<file path="config.mk">
export PLATFORM = sky130hd
export DESIGN_NAME = wb_burst_reader
export DESIGN_NICKNAME = d
export VERILOG_FILES = /design/src/rtl/wb_burst_reader.sv
export SDC_FILE = /design/constraint.sdc
export NUM_CORES = 1
export LEC_CHECK = 0
export BUFFER_PORTS_ARGS = -buffer_cell sky130_fd_sc_hd__buf_2
export CAP_MARGIN = 20
export CORE_MARGIN = 2
export CORE_UTILIZATION = 30
export CTS_CLUSTER_SIZE = 40
export DETAILED_ROUTE_END_ITERATION = 8
export PLACE_DENSITY = 0.51
export REMOVE_ABC_BUFFERS = 1
export SLEW_MARGIN = 20
export SYNTH_ARGS = -nofsm -noshare
export SYNTH_HDL_FRONTEND = slang
export SYNTH_SLANG_ARGS = --single-unit
export TNS_END_PERCENT = 50
</file>
<file path="constraint.sdc">
create_clock -name clk -period 5.75 [get_ports clk]
set_input_delay 0.8625 -clock clk [delete_from_list [all_inputs] [get_ports clk]]
set_output_delay 0.8625 -clock clk [all_outputs]
set_load 0.01 [all_outputs]
</file>
<file path="src/rtl/wb_burst_reader.sv">
// wb_burst_reader: Wishbone classic burst reader feeding a FWFT FIFO
module wb_burst_reader #(
  parameter int ADR_W = 32,
  parameter int LEN_W = 16,
  parameter int FIFO_DEPTH = 16
) (
  input  logic             clk,
  input  logic             rst_n,
  input  logic             start,
  input  logic [ADR_W-1:0] base_adr,
  input  logic [LEN_W-1:0] len,
  output logic             busy,
  output logic             done,
  output logic             error,
  output logic             wb_cyc,
  output logic             wb_stb,
  output logic             wb_we,
  output logic [3:0]       wb_sel,
  output logic [ADR_W-1:0] wb_adr,
  input  logic [31:0]      wb_dat_sm,
  input  logic             wb_ack,
  input  logic             wb_err,
  input  logic             wb_rty,
  output logic             out_valid,
  output logic [31:0]      out_data,
  input  logic             out_ready
);
  localparam int AW = $clog2(FIFO_DEPTH);
  typedef enum logic [1:0] {IDLE, READ, HOLD, FINISH} state_t;
  state_t state, state_nx;
  logic [ADR_W-1:0] adr;
  logic [LEN_W-1:0] rem;
  logic err_q;
  logic [31:0] mem [FIFO_DEPTH];
  logic [AW-1:0] wp, rp;
  logic [AW:0] cnt, cnt_nx;
  logic push, pop, room, full_nx;
  assign push = state == READ && wb_ack;
  assign pop = cnt != '0 && out_ready;
  assign cnt_nx = cnt + (AW+1)'(push) - (AW+1)'(pop);
  assign room = cnt < (AW+1)'(FIFO_DEPTH);
  assign full_nx = cnt_nx == (AW+1)'(FIFO_DEPTH);
  assign wb_cyc = state == READ || state == HOLD;
  assign wb_stb = state == READ;
  assign wb_we = 1'b0;
  assign wb_sel = 4'hF;
  assign wb_adr = adr;
  assign busy = wb_cyc;
  assign done = state == FINISH;
  assign error = err_q;
  assign out_valid = cnt != '0;
  assign out_data = out_valid ? mem[rp] : '0;
  // state register
  always_ff @(posedge clk or negedge rst_n)
    if (!rst_n) state <= IDLE;
    else state <= state_nx;
  // next state: ack beats err/rty; a single HOLD cycle is the retry wait
  always_comb begin
    state_nx = state;
    case (state)
      IDLE:   if (start) state_nx = len == '0 ? FINISH : room ? READ : HOLD;
      READ:   if (wb_ack) state_nx = rem == LEN_W'(1) ? FINISH : full_nx ? HOLD : READ;
              else if (wb_err) state_nx = FINISH;
              else if (wb_rty) state_nx = HOLD;
      HOLD:   if (room) state_nx = READ;
      FINISH: state_nx = IDLE;
      default: state_nx = IDLE;
    endcase
  end
  // request address, remaining count and sticky error
  always_ff @(posedge clk or negedge rst_n)
    if (!rst_n) begin
      adr <= '0;
      rem <= '0;
      err_q <= 1'b0;
    end else if (state == IDLE && start) begin
      adr <= {base_adr[ADR_W-1:2], 2'b00};
      rem <= len;
      err_q <= 1'b0;
    end else if (push) begin
      adr <= adr + ADR_W'(4);
      rem <= rem - LEN_W'(1);
    end else if (state == READ && wb_err) begin
      err_q <= 1'b1;
    end
  // FIFO pointers and occupancy
  always_ff @(posedge clk or negedge rst_n)
    if (!rst_n) begin
      wp <= '0;
      rp <= '0;
      cnt <= '0;
    end else begin
      wp <= wp + AW'(push);
      rp <= rp + AW'(pop);
      cnt <= cnt_nx;
    end
  // FIFO storage, gated by ack so it never overflows
  always_ff @(posedge clk)
    if (push) mem[wp] <= wb_dat_sm;
endmodule

</file>
==> impl_metrics.py <==
metrics = {
    "floorplanning": {
        "dieArea_sq_um": 78700,
        "initial_utilization_pct": 30.3,
        "fp.coreArea_sq_um": 75800,
        "die_w_um": 281,
        "die_h_um": 281,
        "rows": 101,
        "io_pins": 162,
    },
    "critical_path": {
        "reg2reg_depth": 7,
        "arrival_ns": 3.48,
        "r2r_slack_ns": 2.38,
        "crit_type": "reg2out",
        "startpoint_type": "flip-flop",
        "cp-end-kind": "output pin",
        "cp.required_ns": 4.89,
        "critPathMaxFanout": 44,
    },
    "logic_synthesis": {
        "synth.yosys.warnings": 0,
        "avgSynthCellArea_sq_um": 20.0,
        "synthCells": 1149,
        "ys.flop_type": "edfxtp_1",
        "ys_ff_latch": 574,
        "synth_edf_count": 512,
        "netlist_area_sq_um": 23000,
        "yosysUniqueCellTypes": 42,
        "async_flop_share_pct": 10.8,
        "yosysSeqAreaShare_pct": 73.8,
    },
    "grt": {
        "overflow": 0,
        "antenna_found_initial": 5,
        "grt_max_degree": 76,
        "grt_pass1_vias": 12500,
        "track_usage_pct": 14.1,
        "grt_pass1_wl_um": 81100,
    },
    "timing": {
        "fin_skew_ns": 0.0495,
        "drv_slew": 0,
        "rsz0062_at_grt": "false",
        "period_minus_slack_ns": 4.34,
        "fmax_mhz": 230,
        "report.final.hold_viol_count": 0,
        "layout_setup_ws_ns": 1.41,
        "timing.final.setup_violations": 0,
        "tightest_slew_ns": 1.10,
        "setup_tns_ns": 0,
        "post-route-period-util_pct": 75.5,
        "maxSlewHeadroom_pct": 26.3,
    },
    "layout": {
        "layout_commonest_cell": "edfxtp_1",
        "area_growth_pct": 18.0,
        "post-route-util_pct": 35.7,
        "fin_cells": 2370,
        "drive_gt1_share_pct": 32.8,
        "finish.net_count": 1444,
        "antennaDiodeCount": 0,
        "layout_common_cells": "512 x edfxtp_1, 160 x mux4_2, 152 x buf_2, 61 x clkbuf_16, 58 x dfrtp_1",
    },
    "placed_design": {
        "hpwl_um": 30800,
        "gp_congestion": 0.762,
        "post-place-ws_ns": 1.95,
        "place_inst": 2254,
        "port-buffer-count": 152,
    },
    "routing": {
        "drt-initial-drc-count": 656,
        "postRouteAntennaNets": 0,
        "vias": 11400,
        "via_per_inst": 4.83,
        "totalWireLength_um": 55000,
        "wl_per_cell_um": 23.2,
        "post-route-drc-count": 0,
        "drt_pass1_iterations": 4,
    },
    "clock_network": {
        "cts_tree": "built",
        "cts.sinks": 574,
        "cts_buffers": 61,
        "cts_setup_buffers": 0,
        "ctsHoldBuffers": 0,
        "clock_latency_ns": 0.64,
        "htreeDepth": 2,
        "clk_path_buf_depth": 3,
        "cts_root_buf": "clkbuf_16",
        "cts.repair.resized": 0,
        "clk_pin_slew_ns": 0.06,
    },
    "pwr": {
        "power_uw": 13100,
        "p_leak_uw": 0.00894,
        "powerDensity_nw_per_um2": 485,
        "vdd_drop_max_uv": 265,
    },
    "hold_path": {
        "min_path_type": "in2async",
    },
    "status": {
        "status": "complete, no violations",
    },
    "run": {
        "cap_violations": 0,
    },
}
sequential cells by signal, summed over array words and instances (netlist names):
register and cells:
state 2, rem 16, wb_adr 30, cnt 5
rp 4, mem 512, wp 4, error 1
metal layers:
metal	GRT usage (%)	vias up	part of all wire, %
met3	3.05	84	5.6
met5	0	-	0.075
li1	-	5041	-
met4	3.70	8	2.2
met2	23.6	282	49
met1	18.5	6022	43
power breakdown:
group | switching (uW) | internal (uW) | leakage, uW | total [uW]
Sequential | 465 | 4930 | 0.00535 | 5400
Combinational | 1870 | 1910 | 0.00260 | 3780
Clock | 1650 | 2300 | 0.000990 | 3950
Total | 3990 | 9140 | 0.00894 | 13100
area by class of cell:
| cell class | instances | area (sq um) |
|---|---|---|
| Inverter | 16 | 60.1 |
| Multi-Input combinational cell | 502 | 5790 |
| Clock buffer | 77 | 1610 |
| Sequential cell | 574 | 16900 |
| Fill cell | 7080 | 48700 |
| Timing Repair Buffer | 185 | 1060 |
| Tap cell | 978 | 1220 |
| Clock inverter | 38 | 414 |
synthesized netlist by cell type (all sizes together), types with 3 or more instances:
library cell | n | area share, %
nand2b | 3 | 0.082
xnor2 | 24 | 0.92
o21ai | 46 | 1.0
nand4 | 12 | 0.33
clkbuf | 23 | 0.38
nor4 | 9 | 0.25
nand2 | 52 | 0.85
dfrtp | 62 | 6.8
inv | 16 | 0.26
ha | 16 | 0.87
edfxtp | 512 | 67
a21oi | 4 | 0.087
and2 | 34 | 0.93
nor2 | 36 | 0.59
a31oi | 10 | 0.27
mux4 | 160 | 16
or3 | 10 | 0.27
nand3 | 17 | 0.37
buf | 39 | 1.0
nor3 | 11 | 0.24
and3 | 12 | 0.33
xor2 | 22 | 0.84
critical path, stage by stage, from the launching register on:
cell,delay [ns]
dfrtp_4,1.02
buf_4,0.44
mux4_2,0.55
mux4_2,0.50
and2_1,0.18
buf_2,0.14
worst paths after layout:
kind / start / to
worst min-delay path: rst_n / rem[9]
max in group asynchronous: rst_n / rp[0]
worst max-delay path: rp[0] / out_data[26]
min in group clk: len[10] / rem[10]
worst max register to register: state[1] / mem[15][16]
worst min register to register: rp[3] / rp[3]
through the flow:
| stage | hold slack [ns] | instance area [sq um] |
|---|---|---|
| after floorplan | 0.491 | 22700 |
| after global placement | 0.457 | 25000 |
| after detailed placement | 0.459 | 25000 |
| after CTS | 0.407 | 27100 |
| after global routing | 0.432 | 27100 |
| final | 0.425 | 27100 |
kinds of logic after synthesis:
group | share of synthesized area (%)
XOR/XNOR | 1.76
other | 0.0327
AO/OA/AOI/OAI | 1.62
multiplexers | 15.7
flip-flops | 73.8
adder cells (fa/ha/maj) | 0.959
AND/OR/NAND/NOR | 4.55
buffers and inverters | 1.64
(Power assumes the default switching activity.)
